$ cat config.mk
export PLATFORM = sky130hd
export DESIGN_NAME = alu_seq_exec
export DESIGN_NICKNAME = d
export VERILOG_FILES = /design/src/rtl/alu_seq_exec.sv
export SDC_FILE = /design/constraint.sdc
export NUM_CORES = 1
export LEC_CHECK = 0
export BUFFER_PORTS_ARGS = -buffer_cell sky130_fd_sc_hd__buf_2
export CAP_MARGIN = 10
export CORE_ASPECT_RATIO = 1.75
export CORE_UTILIZATION = 38
export CTS_CLUSTER_SIZE = 20
export DETAILED_ROUTE_END_ITERATION = 7
export SYNTH_ARGS = -nofsm -noshare
export SYNTH_HDL_FRONTEND = slang
export SYNTH_SLANG_ARGS = --single-unit
export TNS_END_PERCENT = 1
$ cat constraint.sdc
create_clock -name clk -period 3.45 [get_ports clk]
set_clock_uncertainty 0.2 [all_clocks]
set_input_delay 0.69 -clock clk [delete_from_list [all_inputs] [get_ports clk]]
set_output_delay 0.69 -clock clk [all_outputs]
set_load 0.01 [all_outputs]
$ cat src/rtl/alu_seq_exec.sv
// EX-stage ALU: add/comp/and/xor complete in one cycle, shifts iterate one bit per cycle.
// Define ALU_SEQ_BARREL_SHIFT_EN to compute shifts with a single-cycle barrel shifter instead.
module alu_seq_exec #(
    parameter int unsigned WIDTH   = 32,
    parameter int unsigned SHAMT_W = 5
) (
    input  logic             clk,
    input  logic             rst,
    input  logic             start,
    input  logic [3:0]       ALU_control,
    input  logic [WIDTH-1:0] a,
    input  logic [WIDTH-1:0] b,
    output logic             busy,
    output logic             done,
    output logic [WIDTH-1:0] result,
    output logic             carry,
    output logic             zero,
    output logic             sign
);

    typedef enum logic [1:0] {IDLE, SHIFT, DONE} state_t;
    typedef enum logic [1:0] {SH_NONE, SH_SLL, SH_SRL, SH_SRA} shift_t;

    state_t             state, state_nx;
    shift_t             kind;
    logic [SHAMT_W-1:0] amt;
    logic [WIDTH:0]     sum_ext;
    logic [WIDTH-1:0]   op_res;
    logic               op_carry;
    logic               finish_op;

    assign amt = b[SHAMT_W-1:0];

    // Single-cycle operation decode; bit 3 only matters where it selects a different op.
    always_comb begin
        kind     = SH_NONE;
        sum_ext  = '0;
        op_res   = '0;
        op_carry = 1'b0;
        case (ALU_control)
            4'b0000, 4'b1000, 4'b0111: sum_ext = {1'b0, a} + {1'b0, b};
            4'b0001, 4'b1001:          sum_ext = {1'b0, ~b} + (WIDTH+1)'(1);
            4'b0010:                   sum_ext = {1'b0, a & b};
            4'b0011:                   sum_ext = {1'b0, a ^ b};
            4'b0100, 4'b1100:          kind = SH_SLL;
            4'b0101, 4'b1101:          kind = SH_SRL;
            4'b0110, 4'b1110:          kind = SH_SRA;
            default:                   sum_ext = '0;
        endcase
        {op_carry, op_res} = sum_ext;
`ifdef ALU_SEQ_BARREL_SHIFT_EN
        // Extra guard bit catches the last bit shifted out (stays 0 for amount 0).
        case (kind)
            SH_SLL:  {op_carry, op_res} = {1'b0, a} << amt;
            SH_SRL:  {op_res, op_carry} = {a, 1'b0} >> amt;
            SH_SRA:  {op_res, op_carry} = (WIDTH+1)'($signed({a, 1'b0}) >>> amt);
            default: ;
        endcase
`else
        if (kind != SH_NONE) begin
            op_res   = a;
            op_carry = 1'b0;
        end
`endif
    end

`ifndef ALU_SEQ_BARREL_SHIFT_EN
    logic [SHAMT_W-1:0] count;
    logic [WIDTH-1:0]   work, work_nx;
    shift_t             skind;
    logic               work_out;
    logic               load_shift, step, finish_shift;

    // One-bit step of the working register and the bit leaving it.
    always_comb begin
        work_nx  = work;
        work_out = 1'b0;
        case (skind)
            SH_SLL:  begin work_nx = {work[WIDTH-2:0], 1'b0};        work_out = work[WIDTH-1]; end
            SH_SRL:  begin work_nx = {1'b0, work[WIDTH-1:1]};        work_out = work[0];       end
            SH_SRA:  begin work_nx = {work[WIDTH-1], work[WIDTH-1:1]}; work_out = work[0];     end
            default: ;
        endcase
    end
`endif

    always_comb begin
        state_nx  = state;
        finish_op = 1'b0;
`ifndef ALU_SEQ_BARREL_SHIFT_EN
        load_shift   = 1'b0;
        step         = 1'b0;
        finish_shift = 1'b0;
`endif
        case (state)
            IDLE, DONE: begin
                state_nx = IDLE;
                if (start) begin
`ifndef ALU_SEQ_BARREL_SHIFT_EN
                    if (kind != SH_NONE && amt != '0) begin
                        load_shift = 1'b1;
                        state_nx   = SHIFT;
                    end else
`endif
                    begin
                        finish_op = 1'b1;
                        state_nx  = DONE;
                    end
                end
            end
`ifndef ALU_SEQ_BARREL_SHIFT_EN
            SHIFT: begin
                step = 1'b1;
                if (count == SHAMT_W'(1)) begin
                    finish_shift = 1'b1;
                    state_nx     = DONE;
                end
            end
`endif
            default: state_nx = IDLE;
        endcase
    end

    always_ff @(posedge clk) begin
        if (rst) begin
            state  <= IDLE;
            busy   <= 1'b0;
            done   <= 1'b0;
            result <= '0;
            carry  <= 1'b0;
            zero   <= 1'b0;
            sign   <= 1'b0;
`ifndef ALU_SEQ_BARREL_SHIFT_EN
            count  <= '0;
            work   <= '0;
            skind  <= SH_NONE;
`endif
        end else begin
            state <= state_nx;
            busy  <= (state_nx == SHIFT);
            done  <= (state_nx == DONE);
            if (finish_op) begin
                result <= op_res;
                carry  <= op_carry;
                zero   <= (op_res == '0);
                sign   <= op_res[WIDTH-1];
            end
`ifndef ALU_SEQ_BARREL_SHIFT_EN
            if (load_shift) begin
                count <= amt;
                work  <= a;
                skind <= kind;
            end
            if (step) begin
                count <= count - SHAMT_W'(1);
                work  <= work_nx;
                carry <= work_out;
            end
            if (finish_shift) begin
                result <= work_nx;
                zero   <= (work_nx == '0);
                sign   <= work_nx[WIDTH-1];
            end
`endif
        end
    end

endmodule

==> impl_metrics.env <==
export IMPL_drv_slew=0
export IMPL_die_y_um=187
export IMPL_gp_congestion=0.955
export IMPL_min_path_type="reg2reg"
export IMPL_nets=1432
export IMPL_synthArstFlopShare=0
export IMPL_r2r_cells=11
export IMPL_syn_nets=1165
export IMPL_avgSynthCellArea_um2=7.00
export IMPL_final_setup_viol_count=2
export IMPL_grt_max_degree=78
export IMPL_total_power_w=0.00336
export IMPL_drv_cap=0
export IMPL_drt_pass1_iter_count=5
export IMPL_dr_total_vias=9289
export IMPL_path_max_fanout=5
export IMPL_r2r_setup_slack_ps=240
export IMPL_violations="setup timing"
export IMPL_worstPathRequired_ps=3510
export IMPL_ys_types=74
export IMPL_max_slew_margin=0.440
export IMPL_synth_top_cell_area_share=0.208
export IMPL_first_iter_violations=575
export IMPL_min_to="count[3]"
export IMPL_via_per_inst=5.92
export IMPL_synthTopCellsByArea="dfxtp_1, nand2_1, ha_1, o21ai_0, nor2_1"
export IMPL_drt_total_wl_mm=30.2
export IMPL_dp_cells=1553
export IMPL_hold_buffers=0
export IMPL_p_per_area_mw_per_mm2=332
export IMPL_grt_use_met1=0.334
export IMPL_grt_use_met2=0.535
export IMPL_cp_start_kind="input pin"
export IMPL_hold_path_startpoint="count[3]"
export IMPL_critPathCaptureType="register"
export IMPL_fin_ws_ps=-190
export IMPL_wl_per_cell_um=19.2
export IMPL_clkSlewWorstSetupHoldPaths_ps=60
export IMPL_ys_ff_latch=77
export IMPL_grt_use_met3=0.0293
export IMPL_cts_tree="done"
export IMPL_synth_ff_type="dfxtp_1"
export IMPL_cts_sinks=77
export IMPL_ir_drop_mv=0.334
export IMPL_syn_inst=1057
export IMPL_rsz0062_at_grt="yes"
export IMPL_final_hold_viol_count=0
export IMPL_synth_top_area_cell="dfxtp_1"
export IMPL_core_area_mm2=0.0191
export IMPL_io_pins=108
export IMPL_grt_ovfl_total=0
export IMPL_synth_common_cells="nand2_1, nor2_1, o21ai_0"
export IMPL_hold_depth=2
export IMPL_start_util=0.387
export IMPL_arrival_ps=3700
export IMPL_numCtsBuffers=9
export IMPL_die_area_mm2=0.0201
export IMPL_final_layout_size_suffix_gt1_frac=0.296
export IMPL_htree_levels=3
export IMPL_clkLatencyLatePin_ps=340
export IMPL_syn_to_final_growth_pct=36.8
export IMPL_r2r_start="count[0]"
export IMPL_ys_warn_count=0
export IMPL_pre_cts_ws_ps=-538
export IMPL_post_dp_hpwl_mm=24.6
export IMPL_grt_pass1_vias=9027
export IMPL_grt_pass1_wl_mm=47.5
export IMPL_synth_most_common_cell="nand2_1"
export IMPL_reg2reg_to="zero"
export IMPL_setup_tns_ps=-209
export IMPL_syn_area_mm2=0.00740
export IMPL_synth_edff_count=0
export IMPL_p_leak_nw=4.17
export IMPL_top_usage_layer="met2"
export IMPL_worstSetupPathType="in2reg"
export IMPL_instances_no_fill=1570
export IMPL_worst_pin_slew_ps=840
export IMPL_rows=67
export IMPL_port_buffers=107
export IMPL_fp_dieW_um=108
export IMPL_grtUsageTotal=0.306
export IMPL_cts_buffer_depth=2
export IMPL_run_status="complete, but fails checks"
export IMPL_min_period_ps=3640
export IMPL_diodes=0
export IMPL_fin_crit_sh=1.06
export IMPL_postRouteAntennaNets=0
export IMPL_antenna_found_initial=0
export IMPL_drc=0
export IMPL_max_freq_ghz=0.275
export IMPL_cts_root_buffer="clkbuf_16"
export IMPL_synth_seq_area_share=0.208
[registers in the layout, summed over array words and instances, names as in the netlist]
signal	cells
result	32
state	2
skind	2
carry	1
zero	1
busy	1
done	1
work	32
count	5
[report_power, final]
group          switching [W]  internal [W]  total, W
logic               0.000732      0.000596   0.00133
registers          0.0000763      0.000963   0.00104
clock network       0.000367      0.000630  0.000997
total                0.00118       0.00219   0.00336
[critical path, cell delays in order]
cell and delay, ps:
buf_6 90, or4_4 520, or4_4 500, nor4_4 280
xnor2_1 90, a222oi_1 430, nand4_1 200, a2111o_1 390
nor4_2 140, nand4_1 140, o31ai_2 220
[layer usage]
layer | vias up | wire, um
met5 | - | 0
met4 | 0 | 2350
met3 | 127 | 1460
met2 | 353 | 15200
met1 | 4327 | 11200
li1 | 4482 | -
[kinds of logic after synthesis]
group | after synthesis | share of synthesized area
buf+inv | 101 | 0.0529
flops | 77 | 0.208
xor+xnor | 40 | 0.0473
compound gates | 344 | 0.314
mux | 32 | 0.0433
fa+ha+maj | 37 | 0.0636
simple gates | 426 | 0.271
[cell usage in the layout (no fill, tap or decap), types with 4 or more instances in the layout]
cell type,n
ha_1,36
or3_1,7
a222oi_1,11
nand4_1,17
xor2_1,22
a31oi_1,8
inv_1,20
nand2_1,178
a22oi_1,38
nor3_1,31
mux2i_1,32
buf_12,4
a22o_1,7
a21oi_1,71
a21o_1,9
and3_1,6
nor4_1,14
a211oi_1,14
xnor2_1,18
buf_2,106
nand2b_1,5
a311oi_1,33
a221oi_1,11
o211ai_1,8
dfxtp_1,75
buf_4,226
nor2b_1,11
nand3_1,12
or2_2,5
nor2_1,103
clkbuf_16,9
o21ai_0,85
o2111ai_1,6
[how the worst max path moves through the flow]
stage,from,endpoint,slack [ps],cells past startpoint
2_1_floorplan,b[12],zero,-190,11
3_3_place_gp,b[12],zero,-520,11
3_5_place_dp,b[12],zero,-540,11
4_1_cts,b[12],zero,-140,11
5_1_grt,b[12],zero,-350,11
6_report,b[12],zero,-190,11
[repair_timing]
item,in CTS,in global routing
buffers inserted,0,1
pin swaps,3,2
resized for setup,3,8
endpoints found under the hold margin,0,0
setup endpoints to repair,2,11
[layout make-up]
class | count | area [um2]
Fill cell | 1949 | 8990
Multi-Input combinational cell | 879 | 5580
Timing Repair Buffer | 337 | 2320
Sequential cell | 77 | 1540
Tap cell | 241 | 302
Clock buffer | 11 | 233
Clock inverter | 5 | 75.1
Inverter | 20 | 75.1
[metrics by stage]
stage / hold slack [ps] / utilization / cell area [um2]
finish: 292 / 0.530 / 10100
detailed placement: 286 / 0.510 / 9760
global route: 320 / 0.530 / 10100
floorplan: 254 / - / 7420
CTS: 294 / 0.527 / 10100
global placement: 270 / 0.510 / 9760
Power figures use the tool's default switching activity.
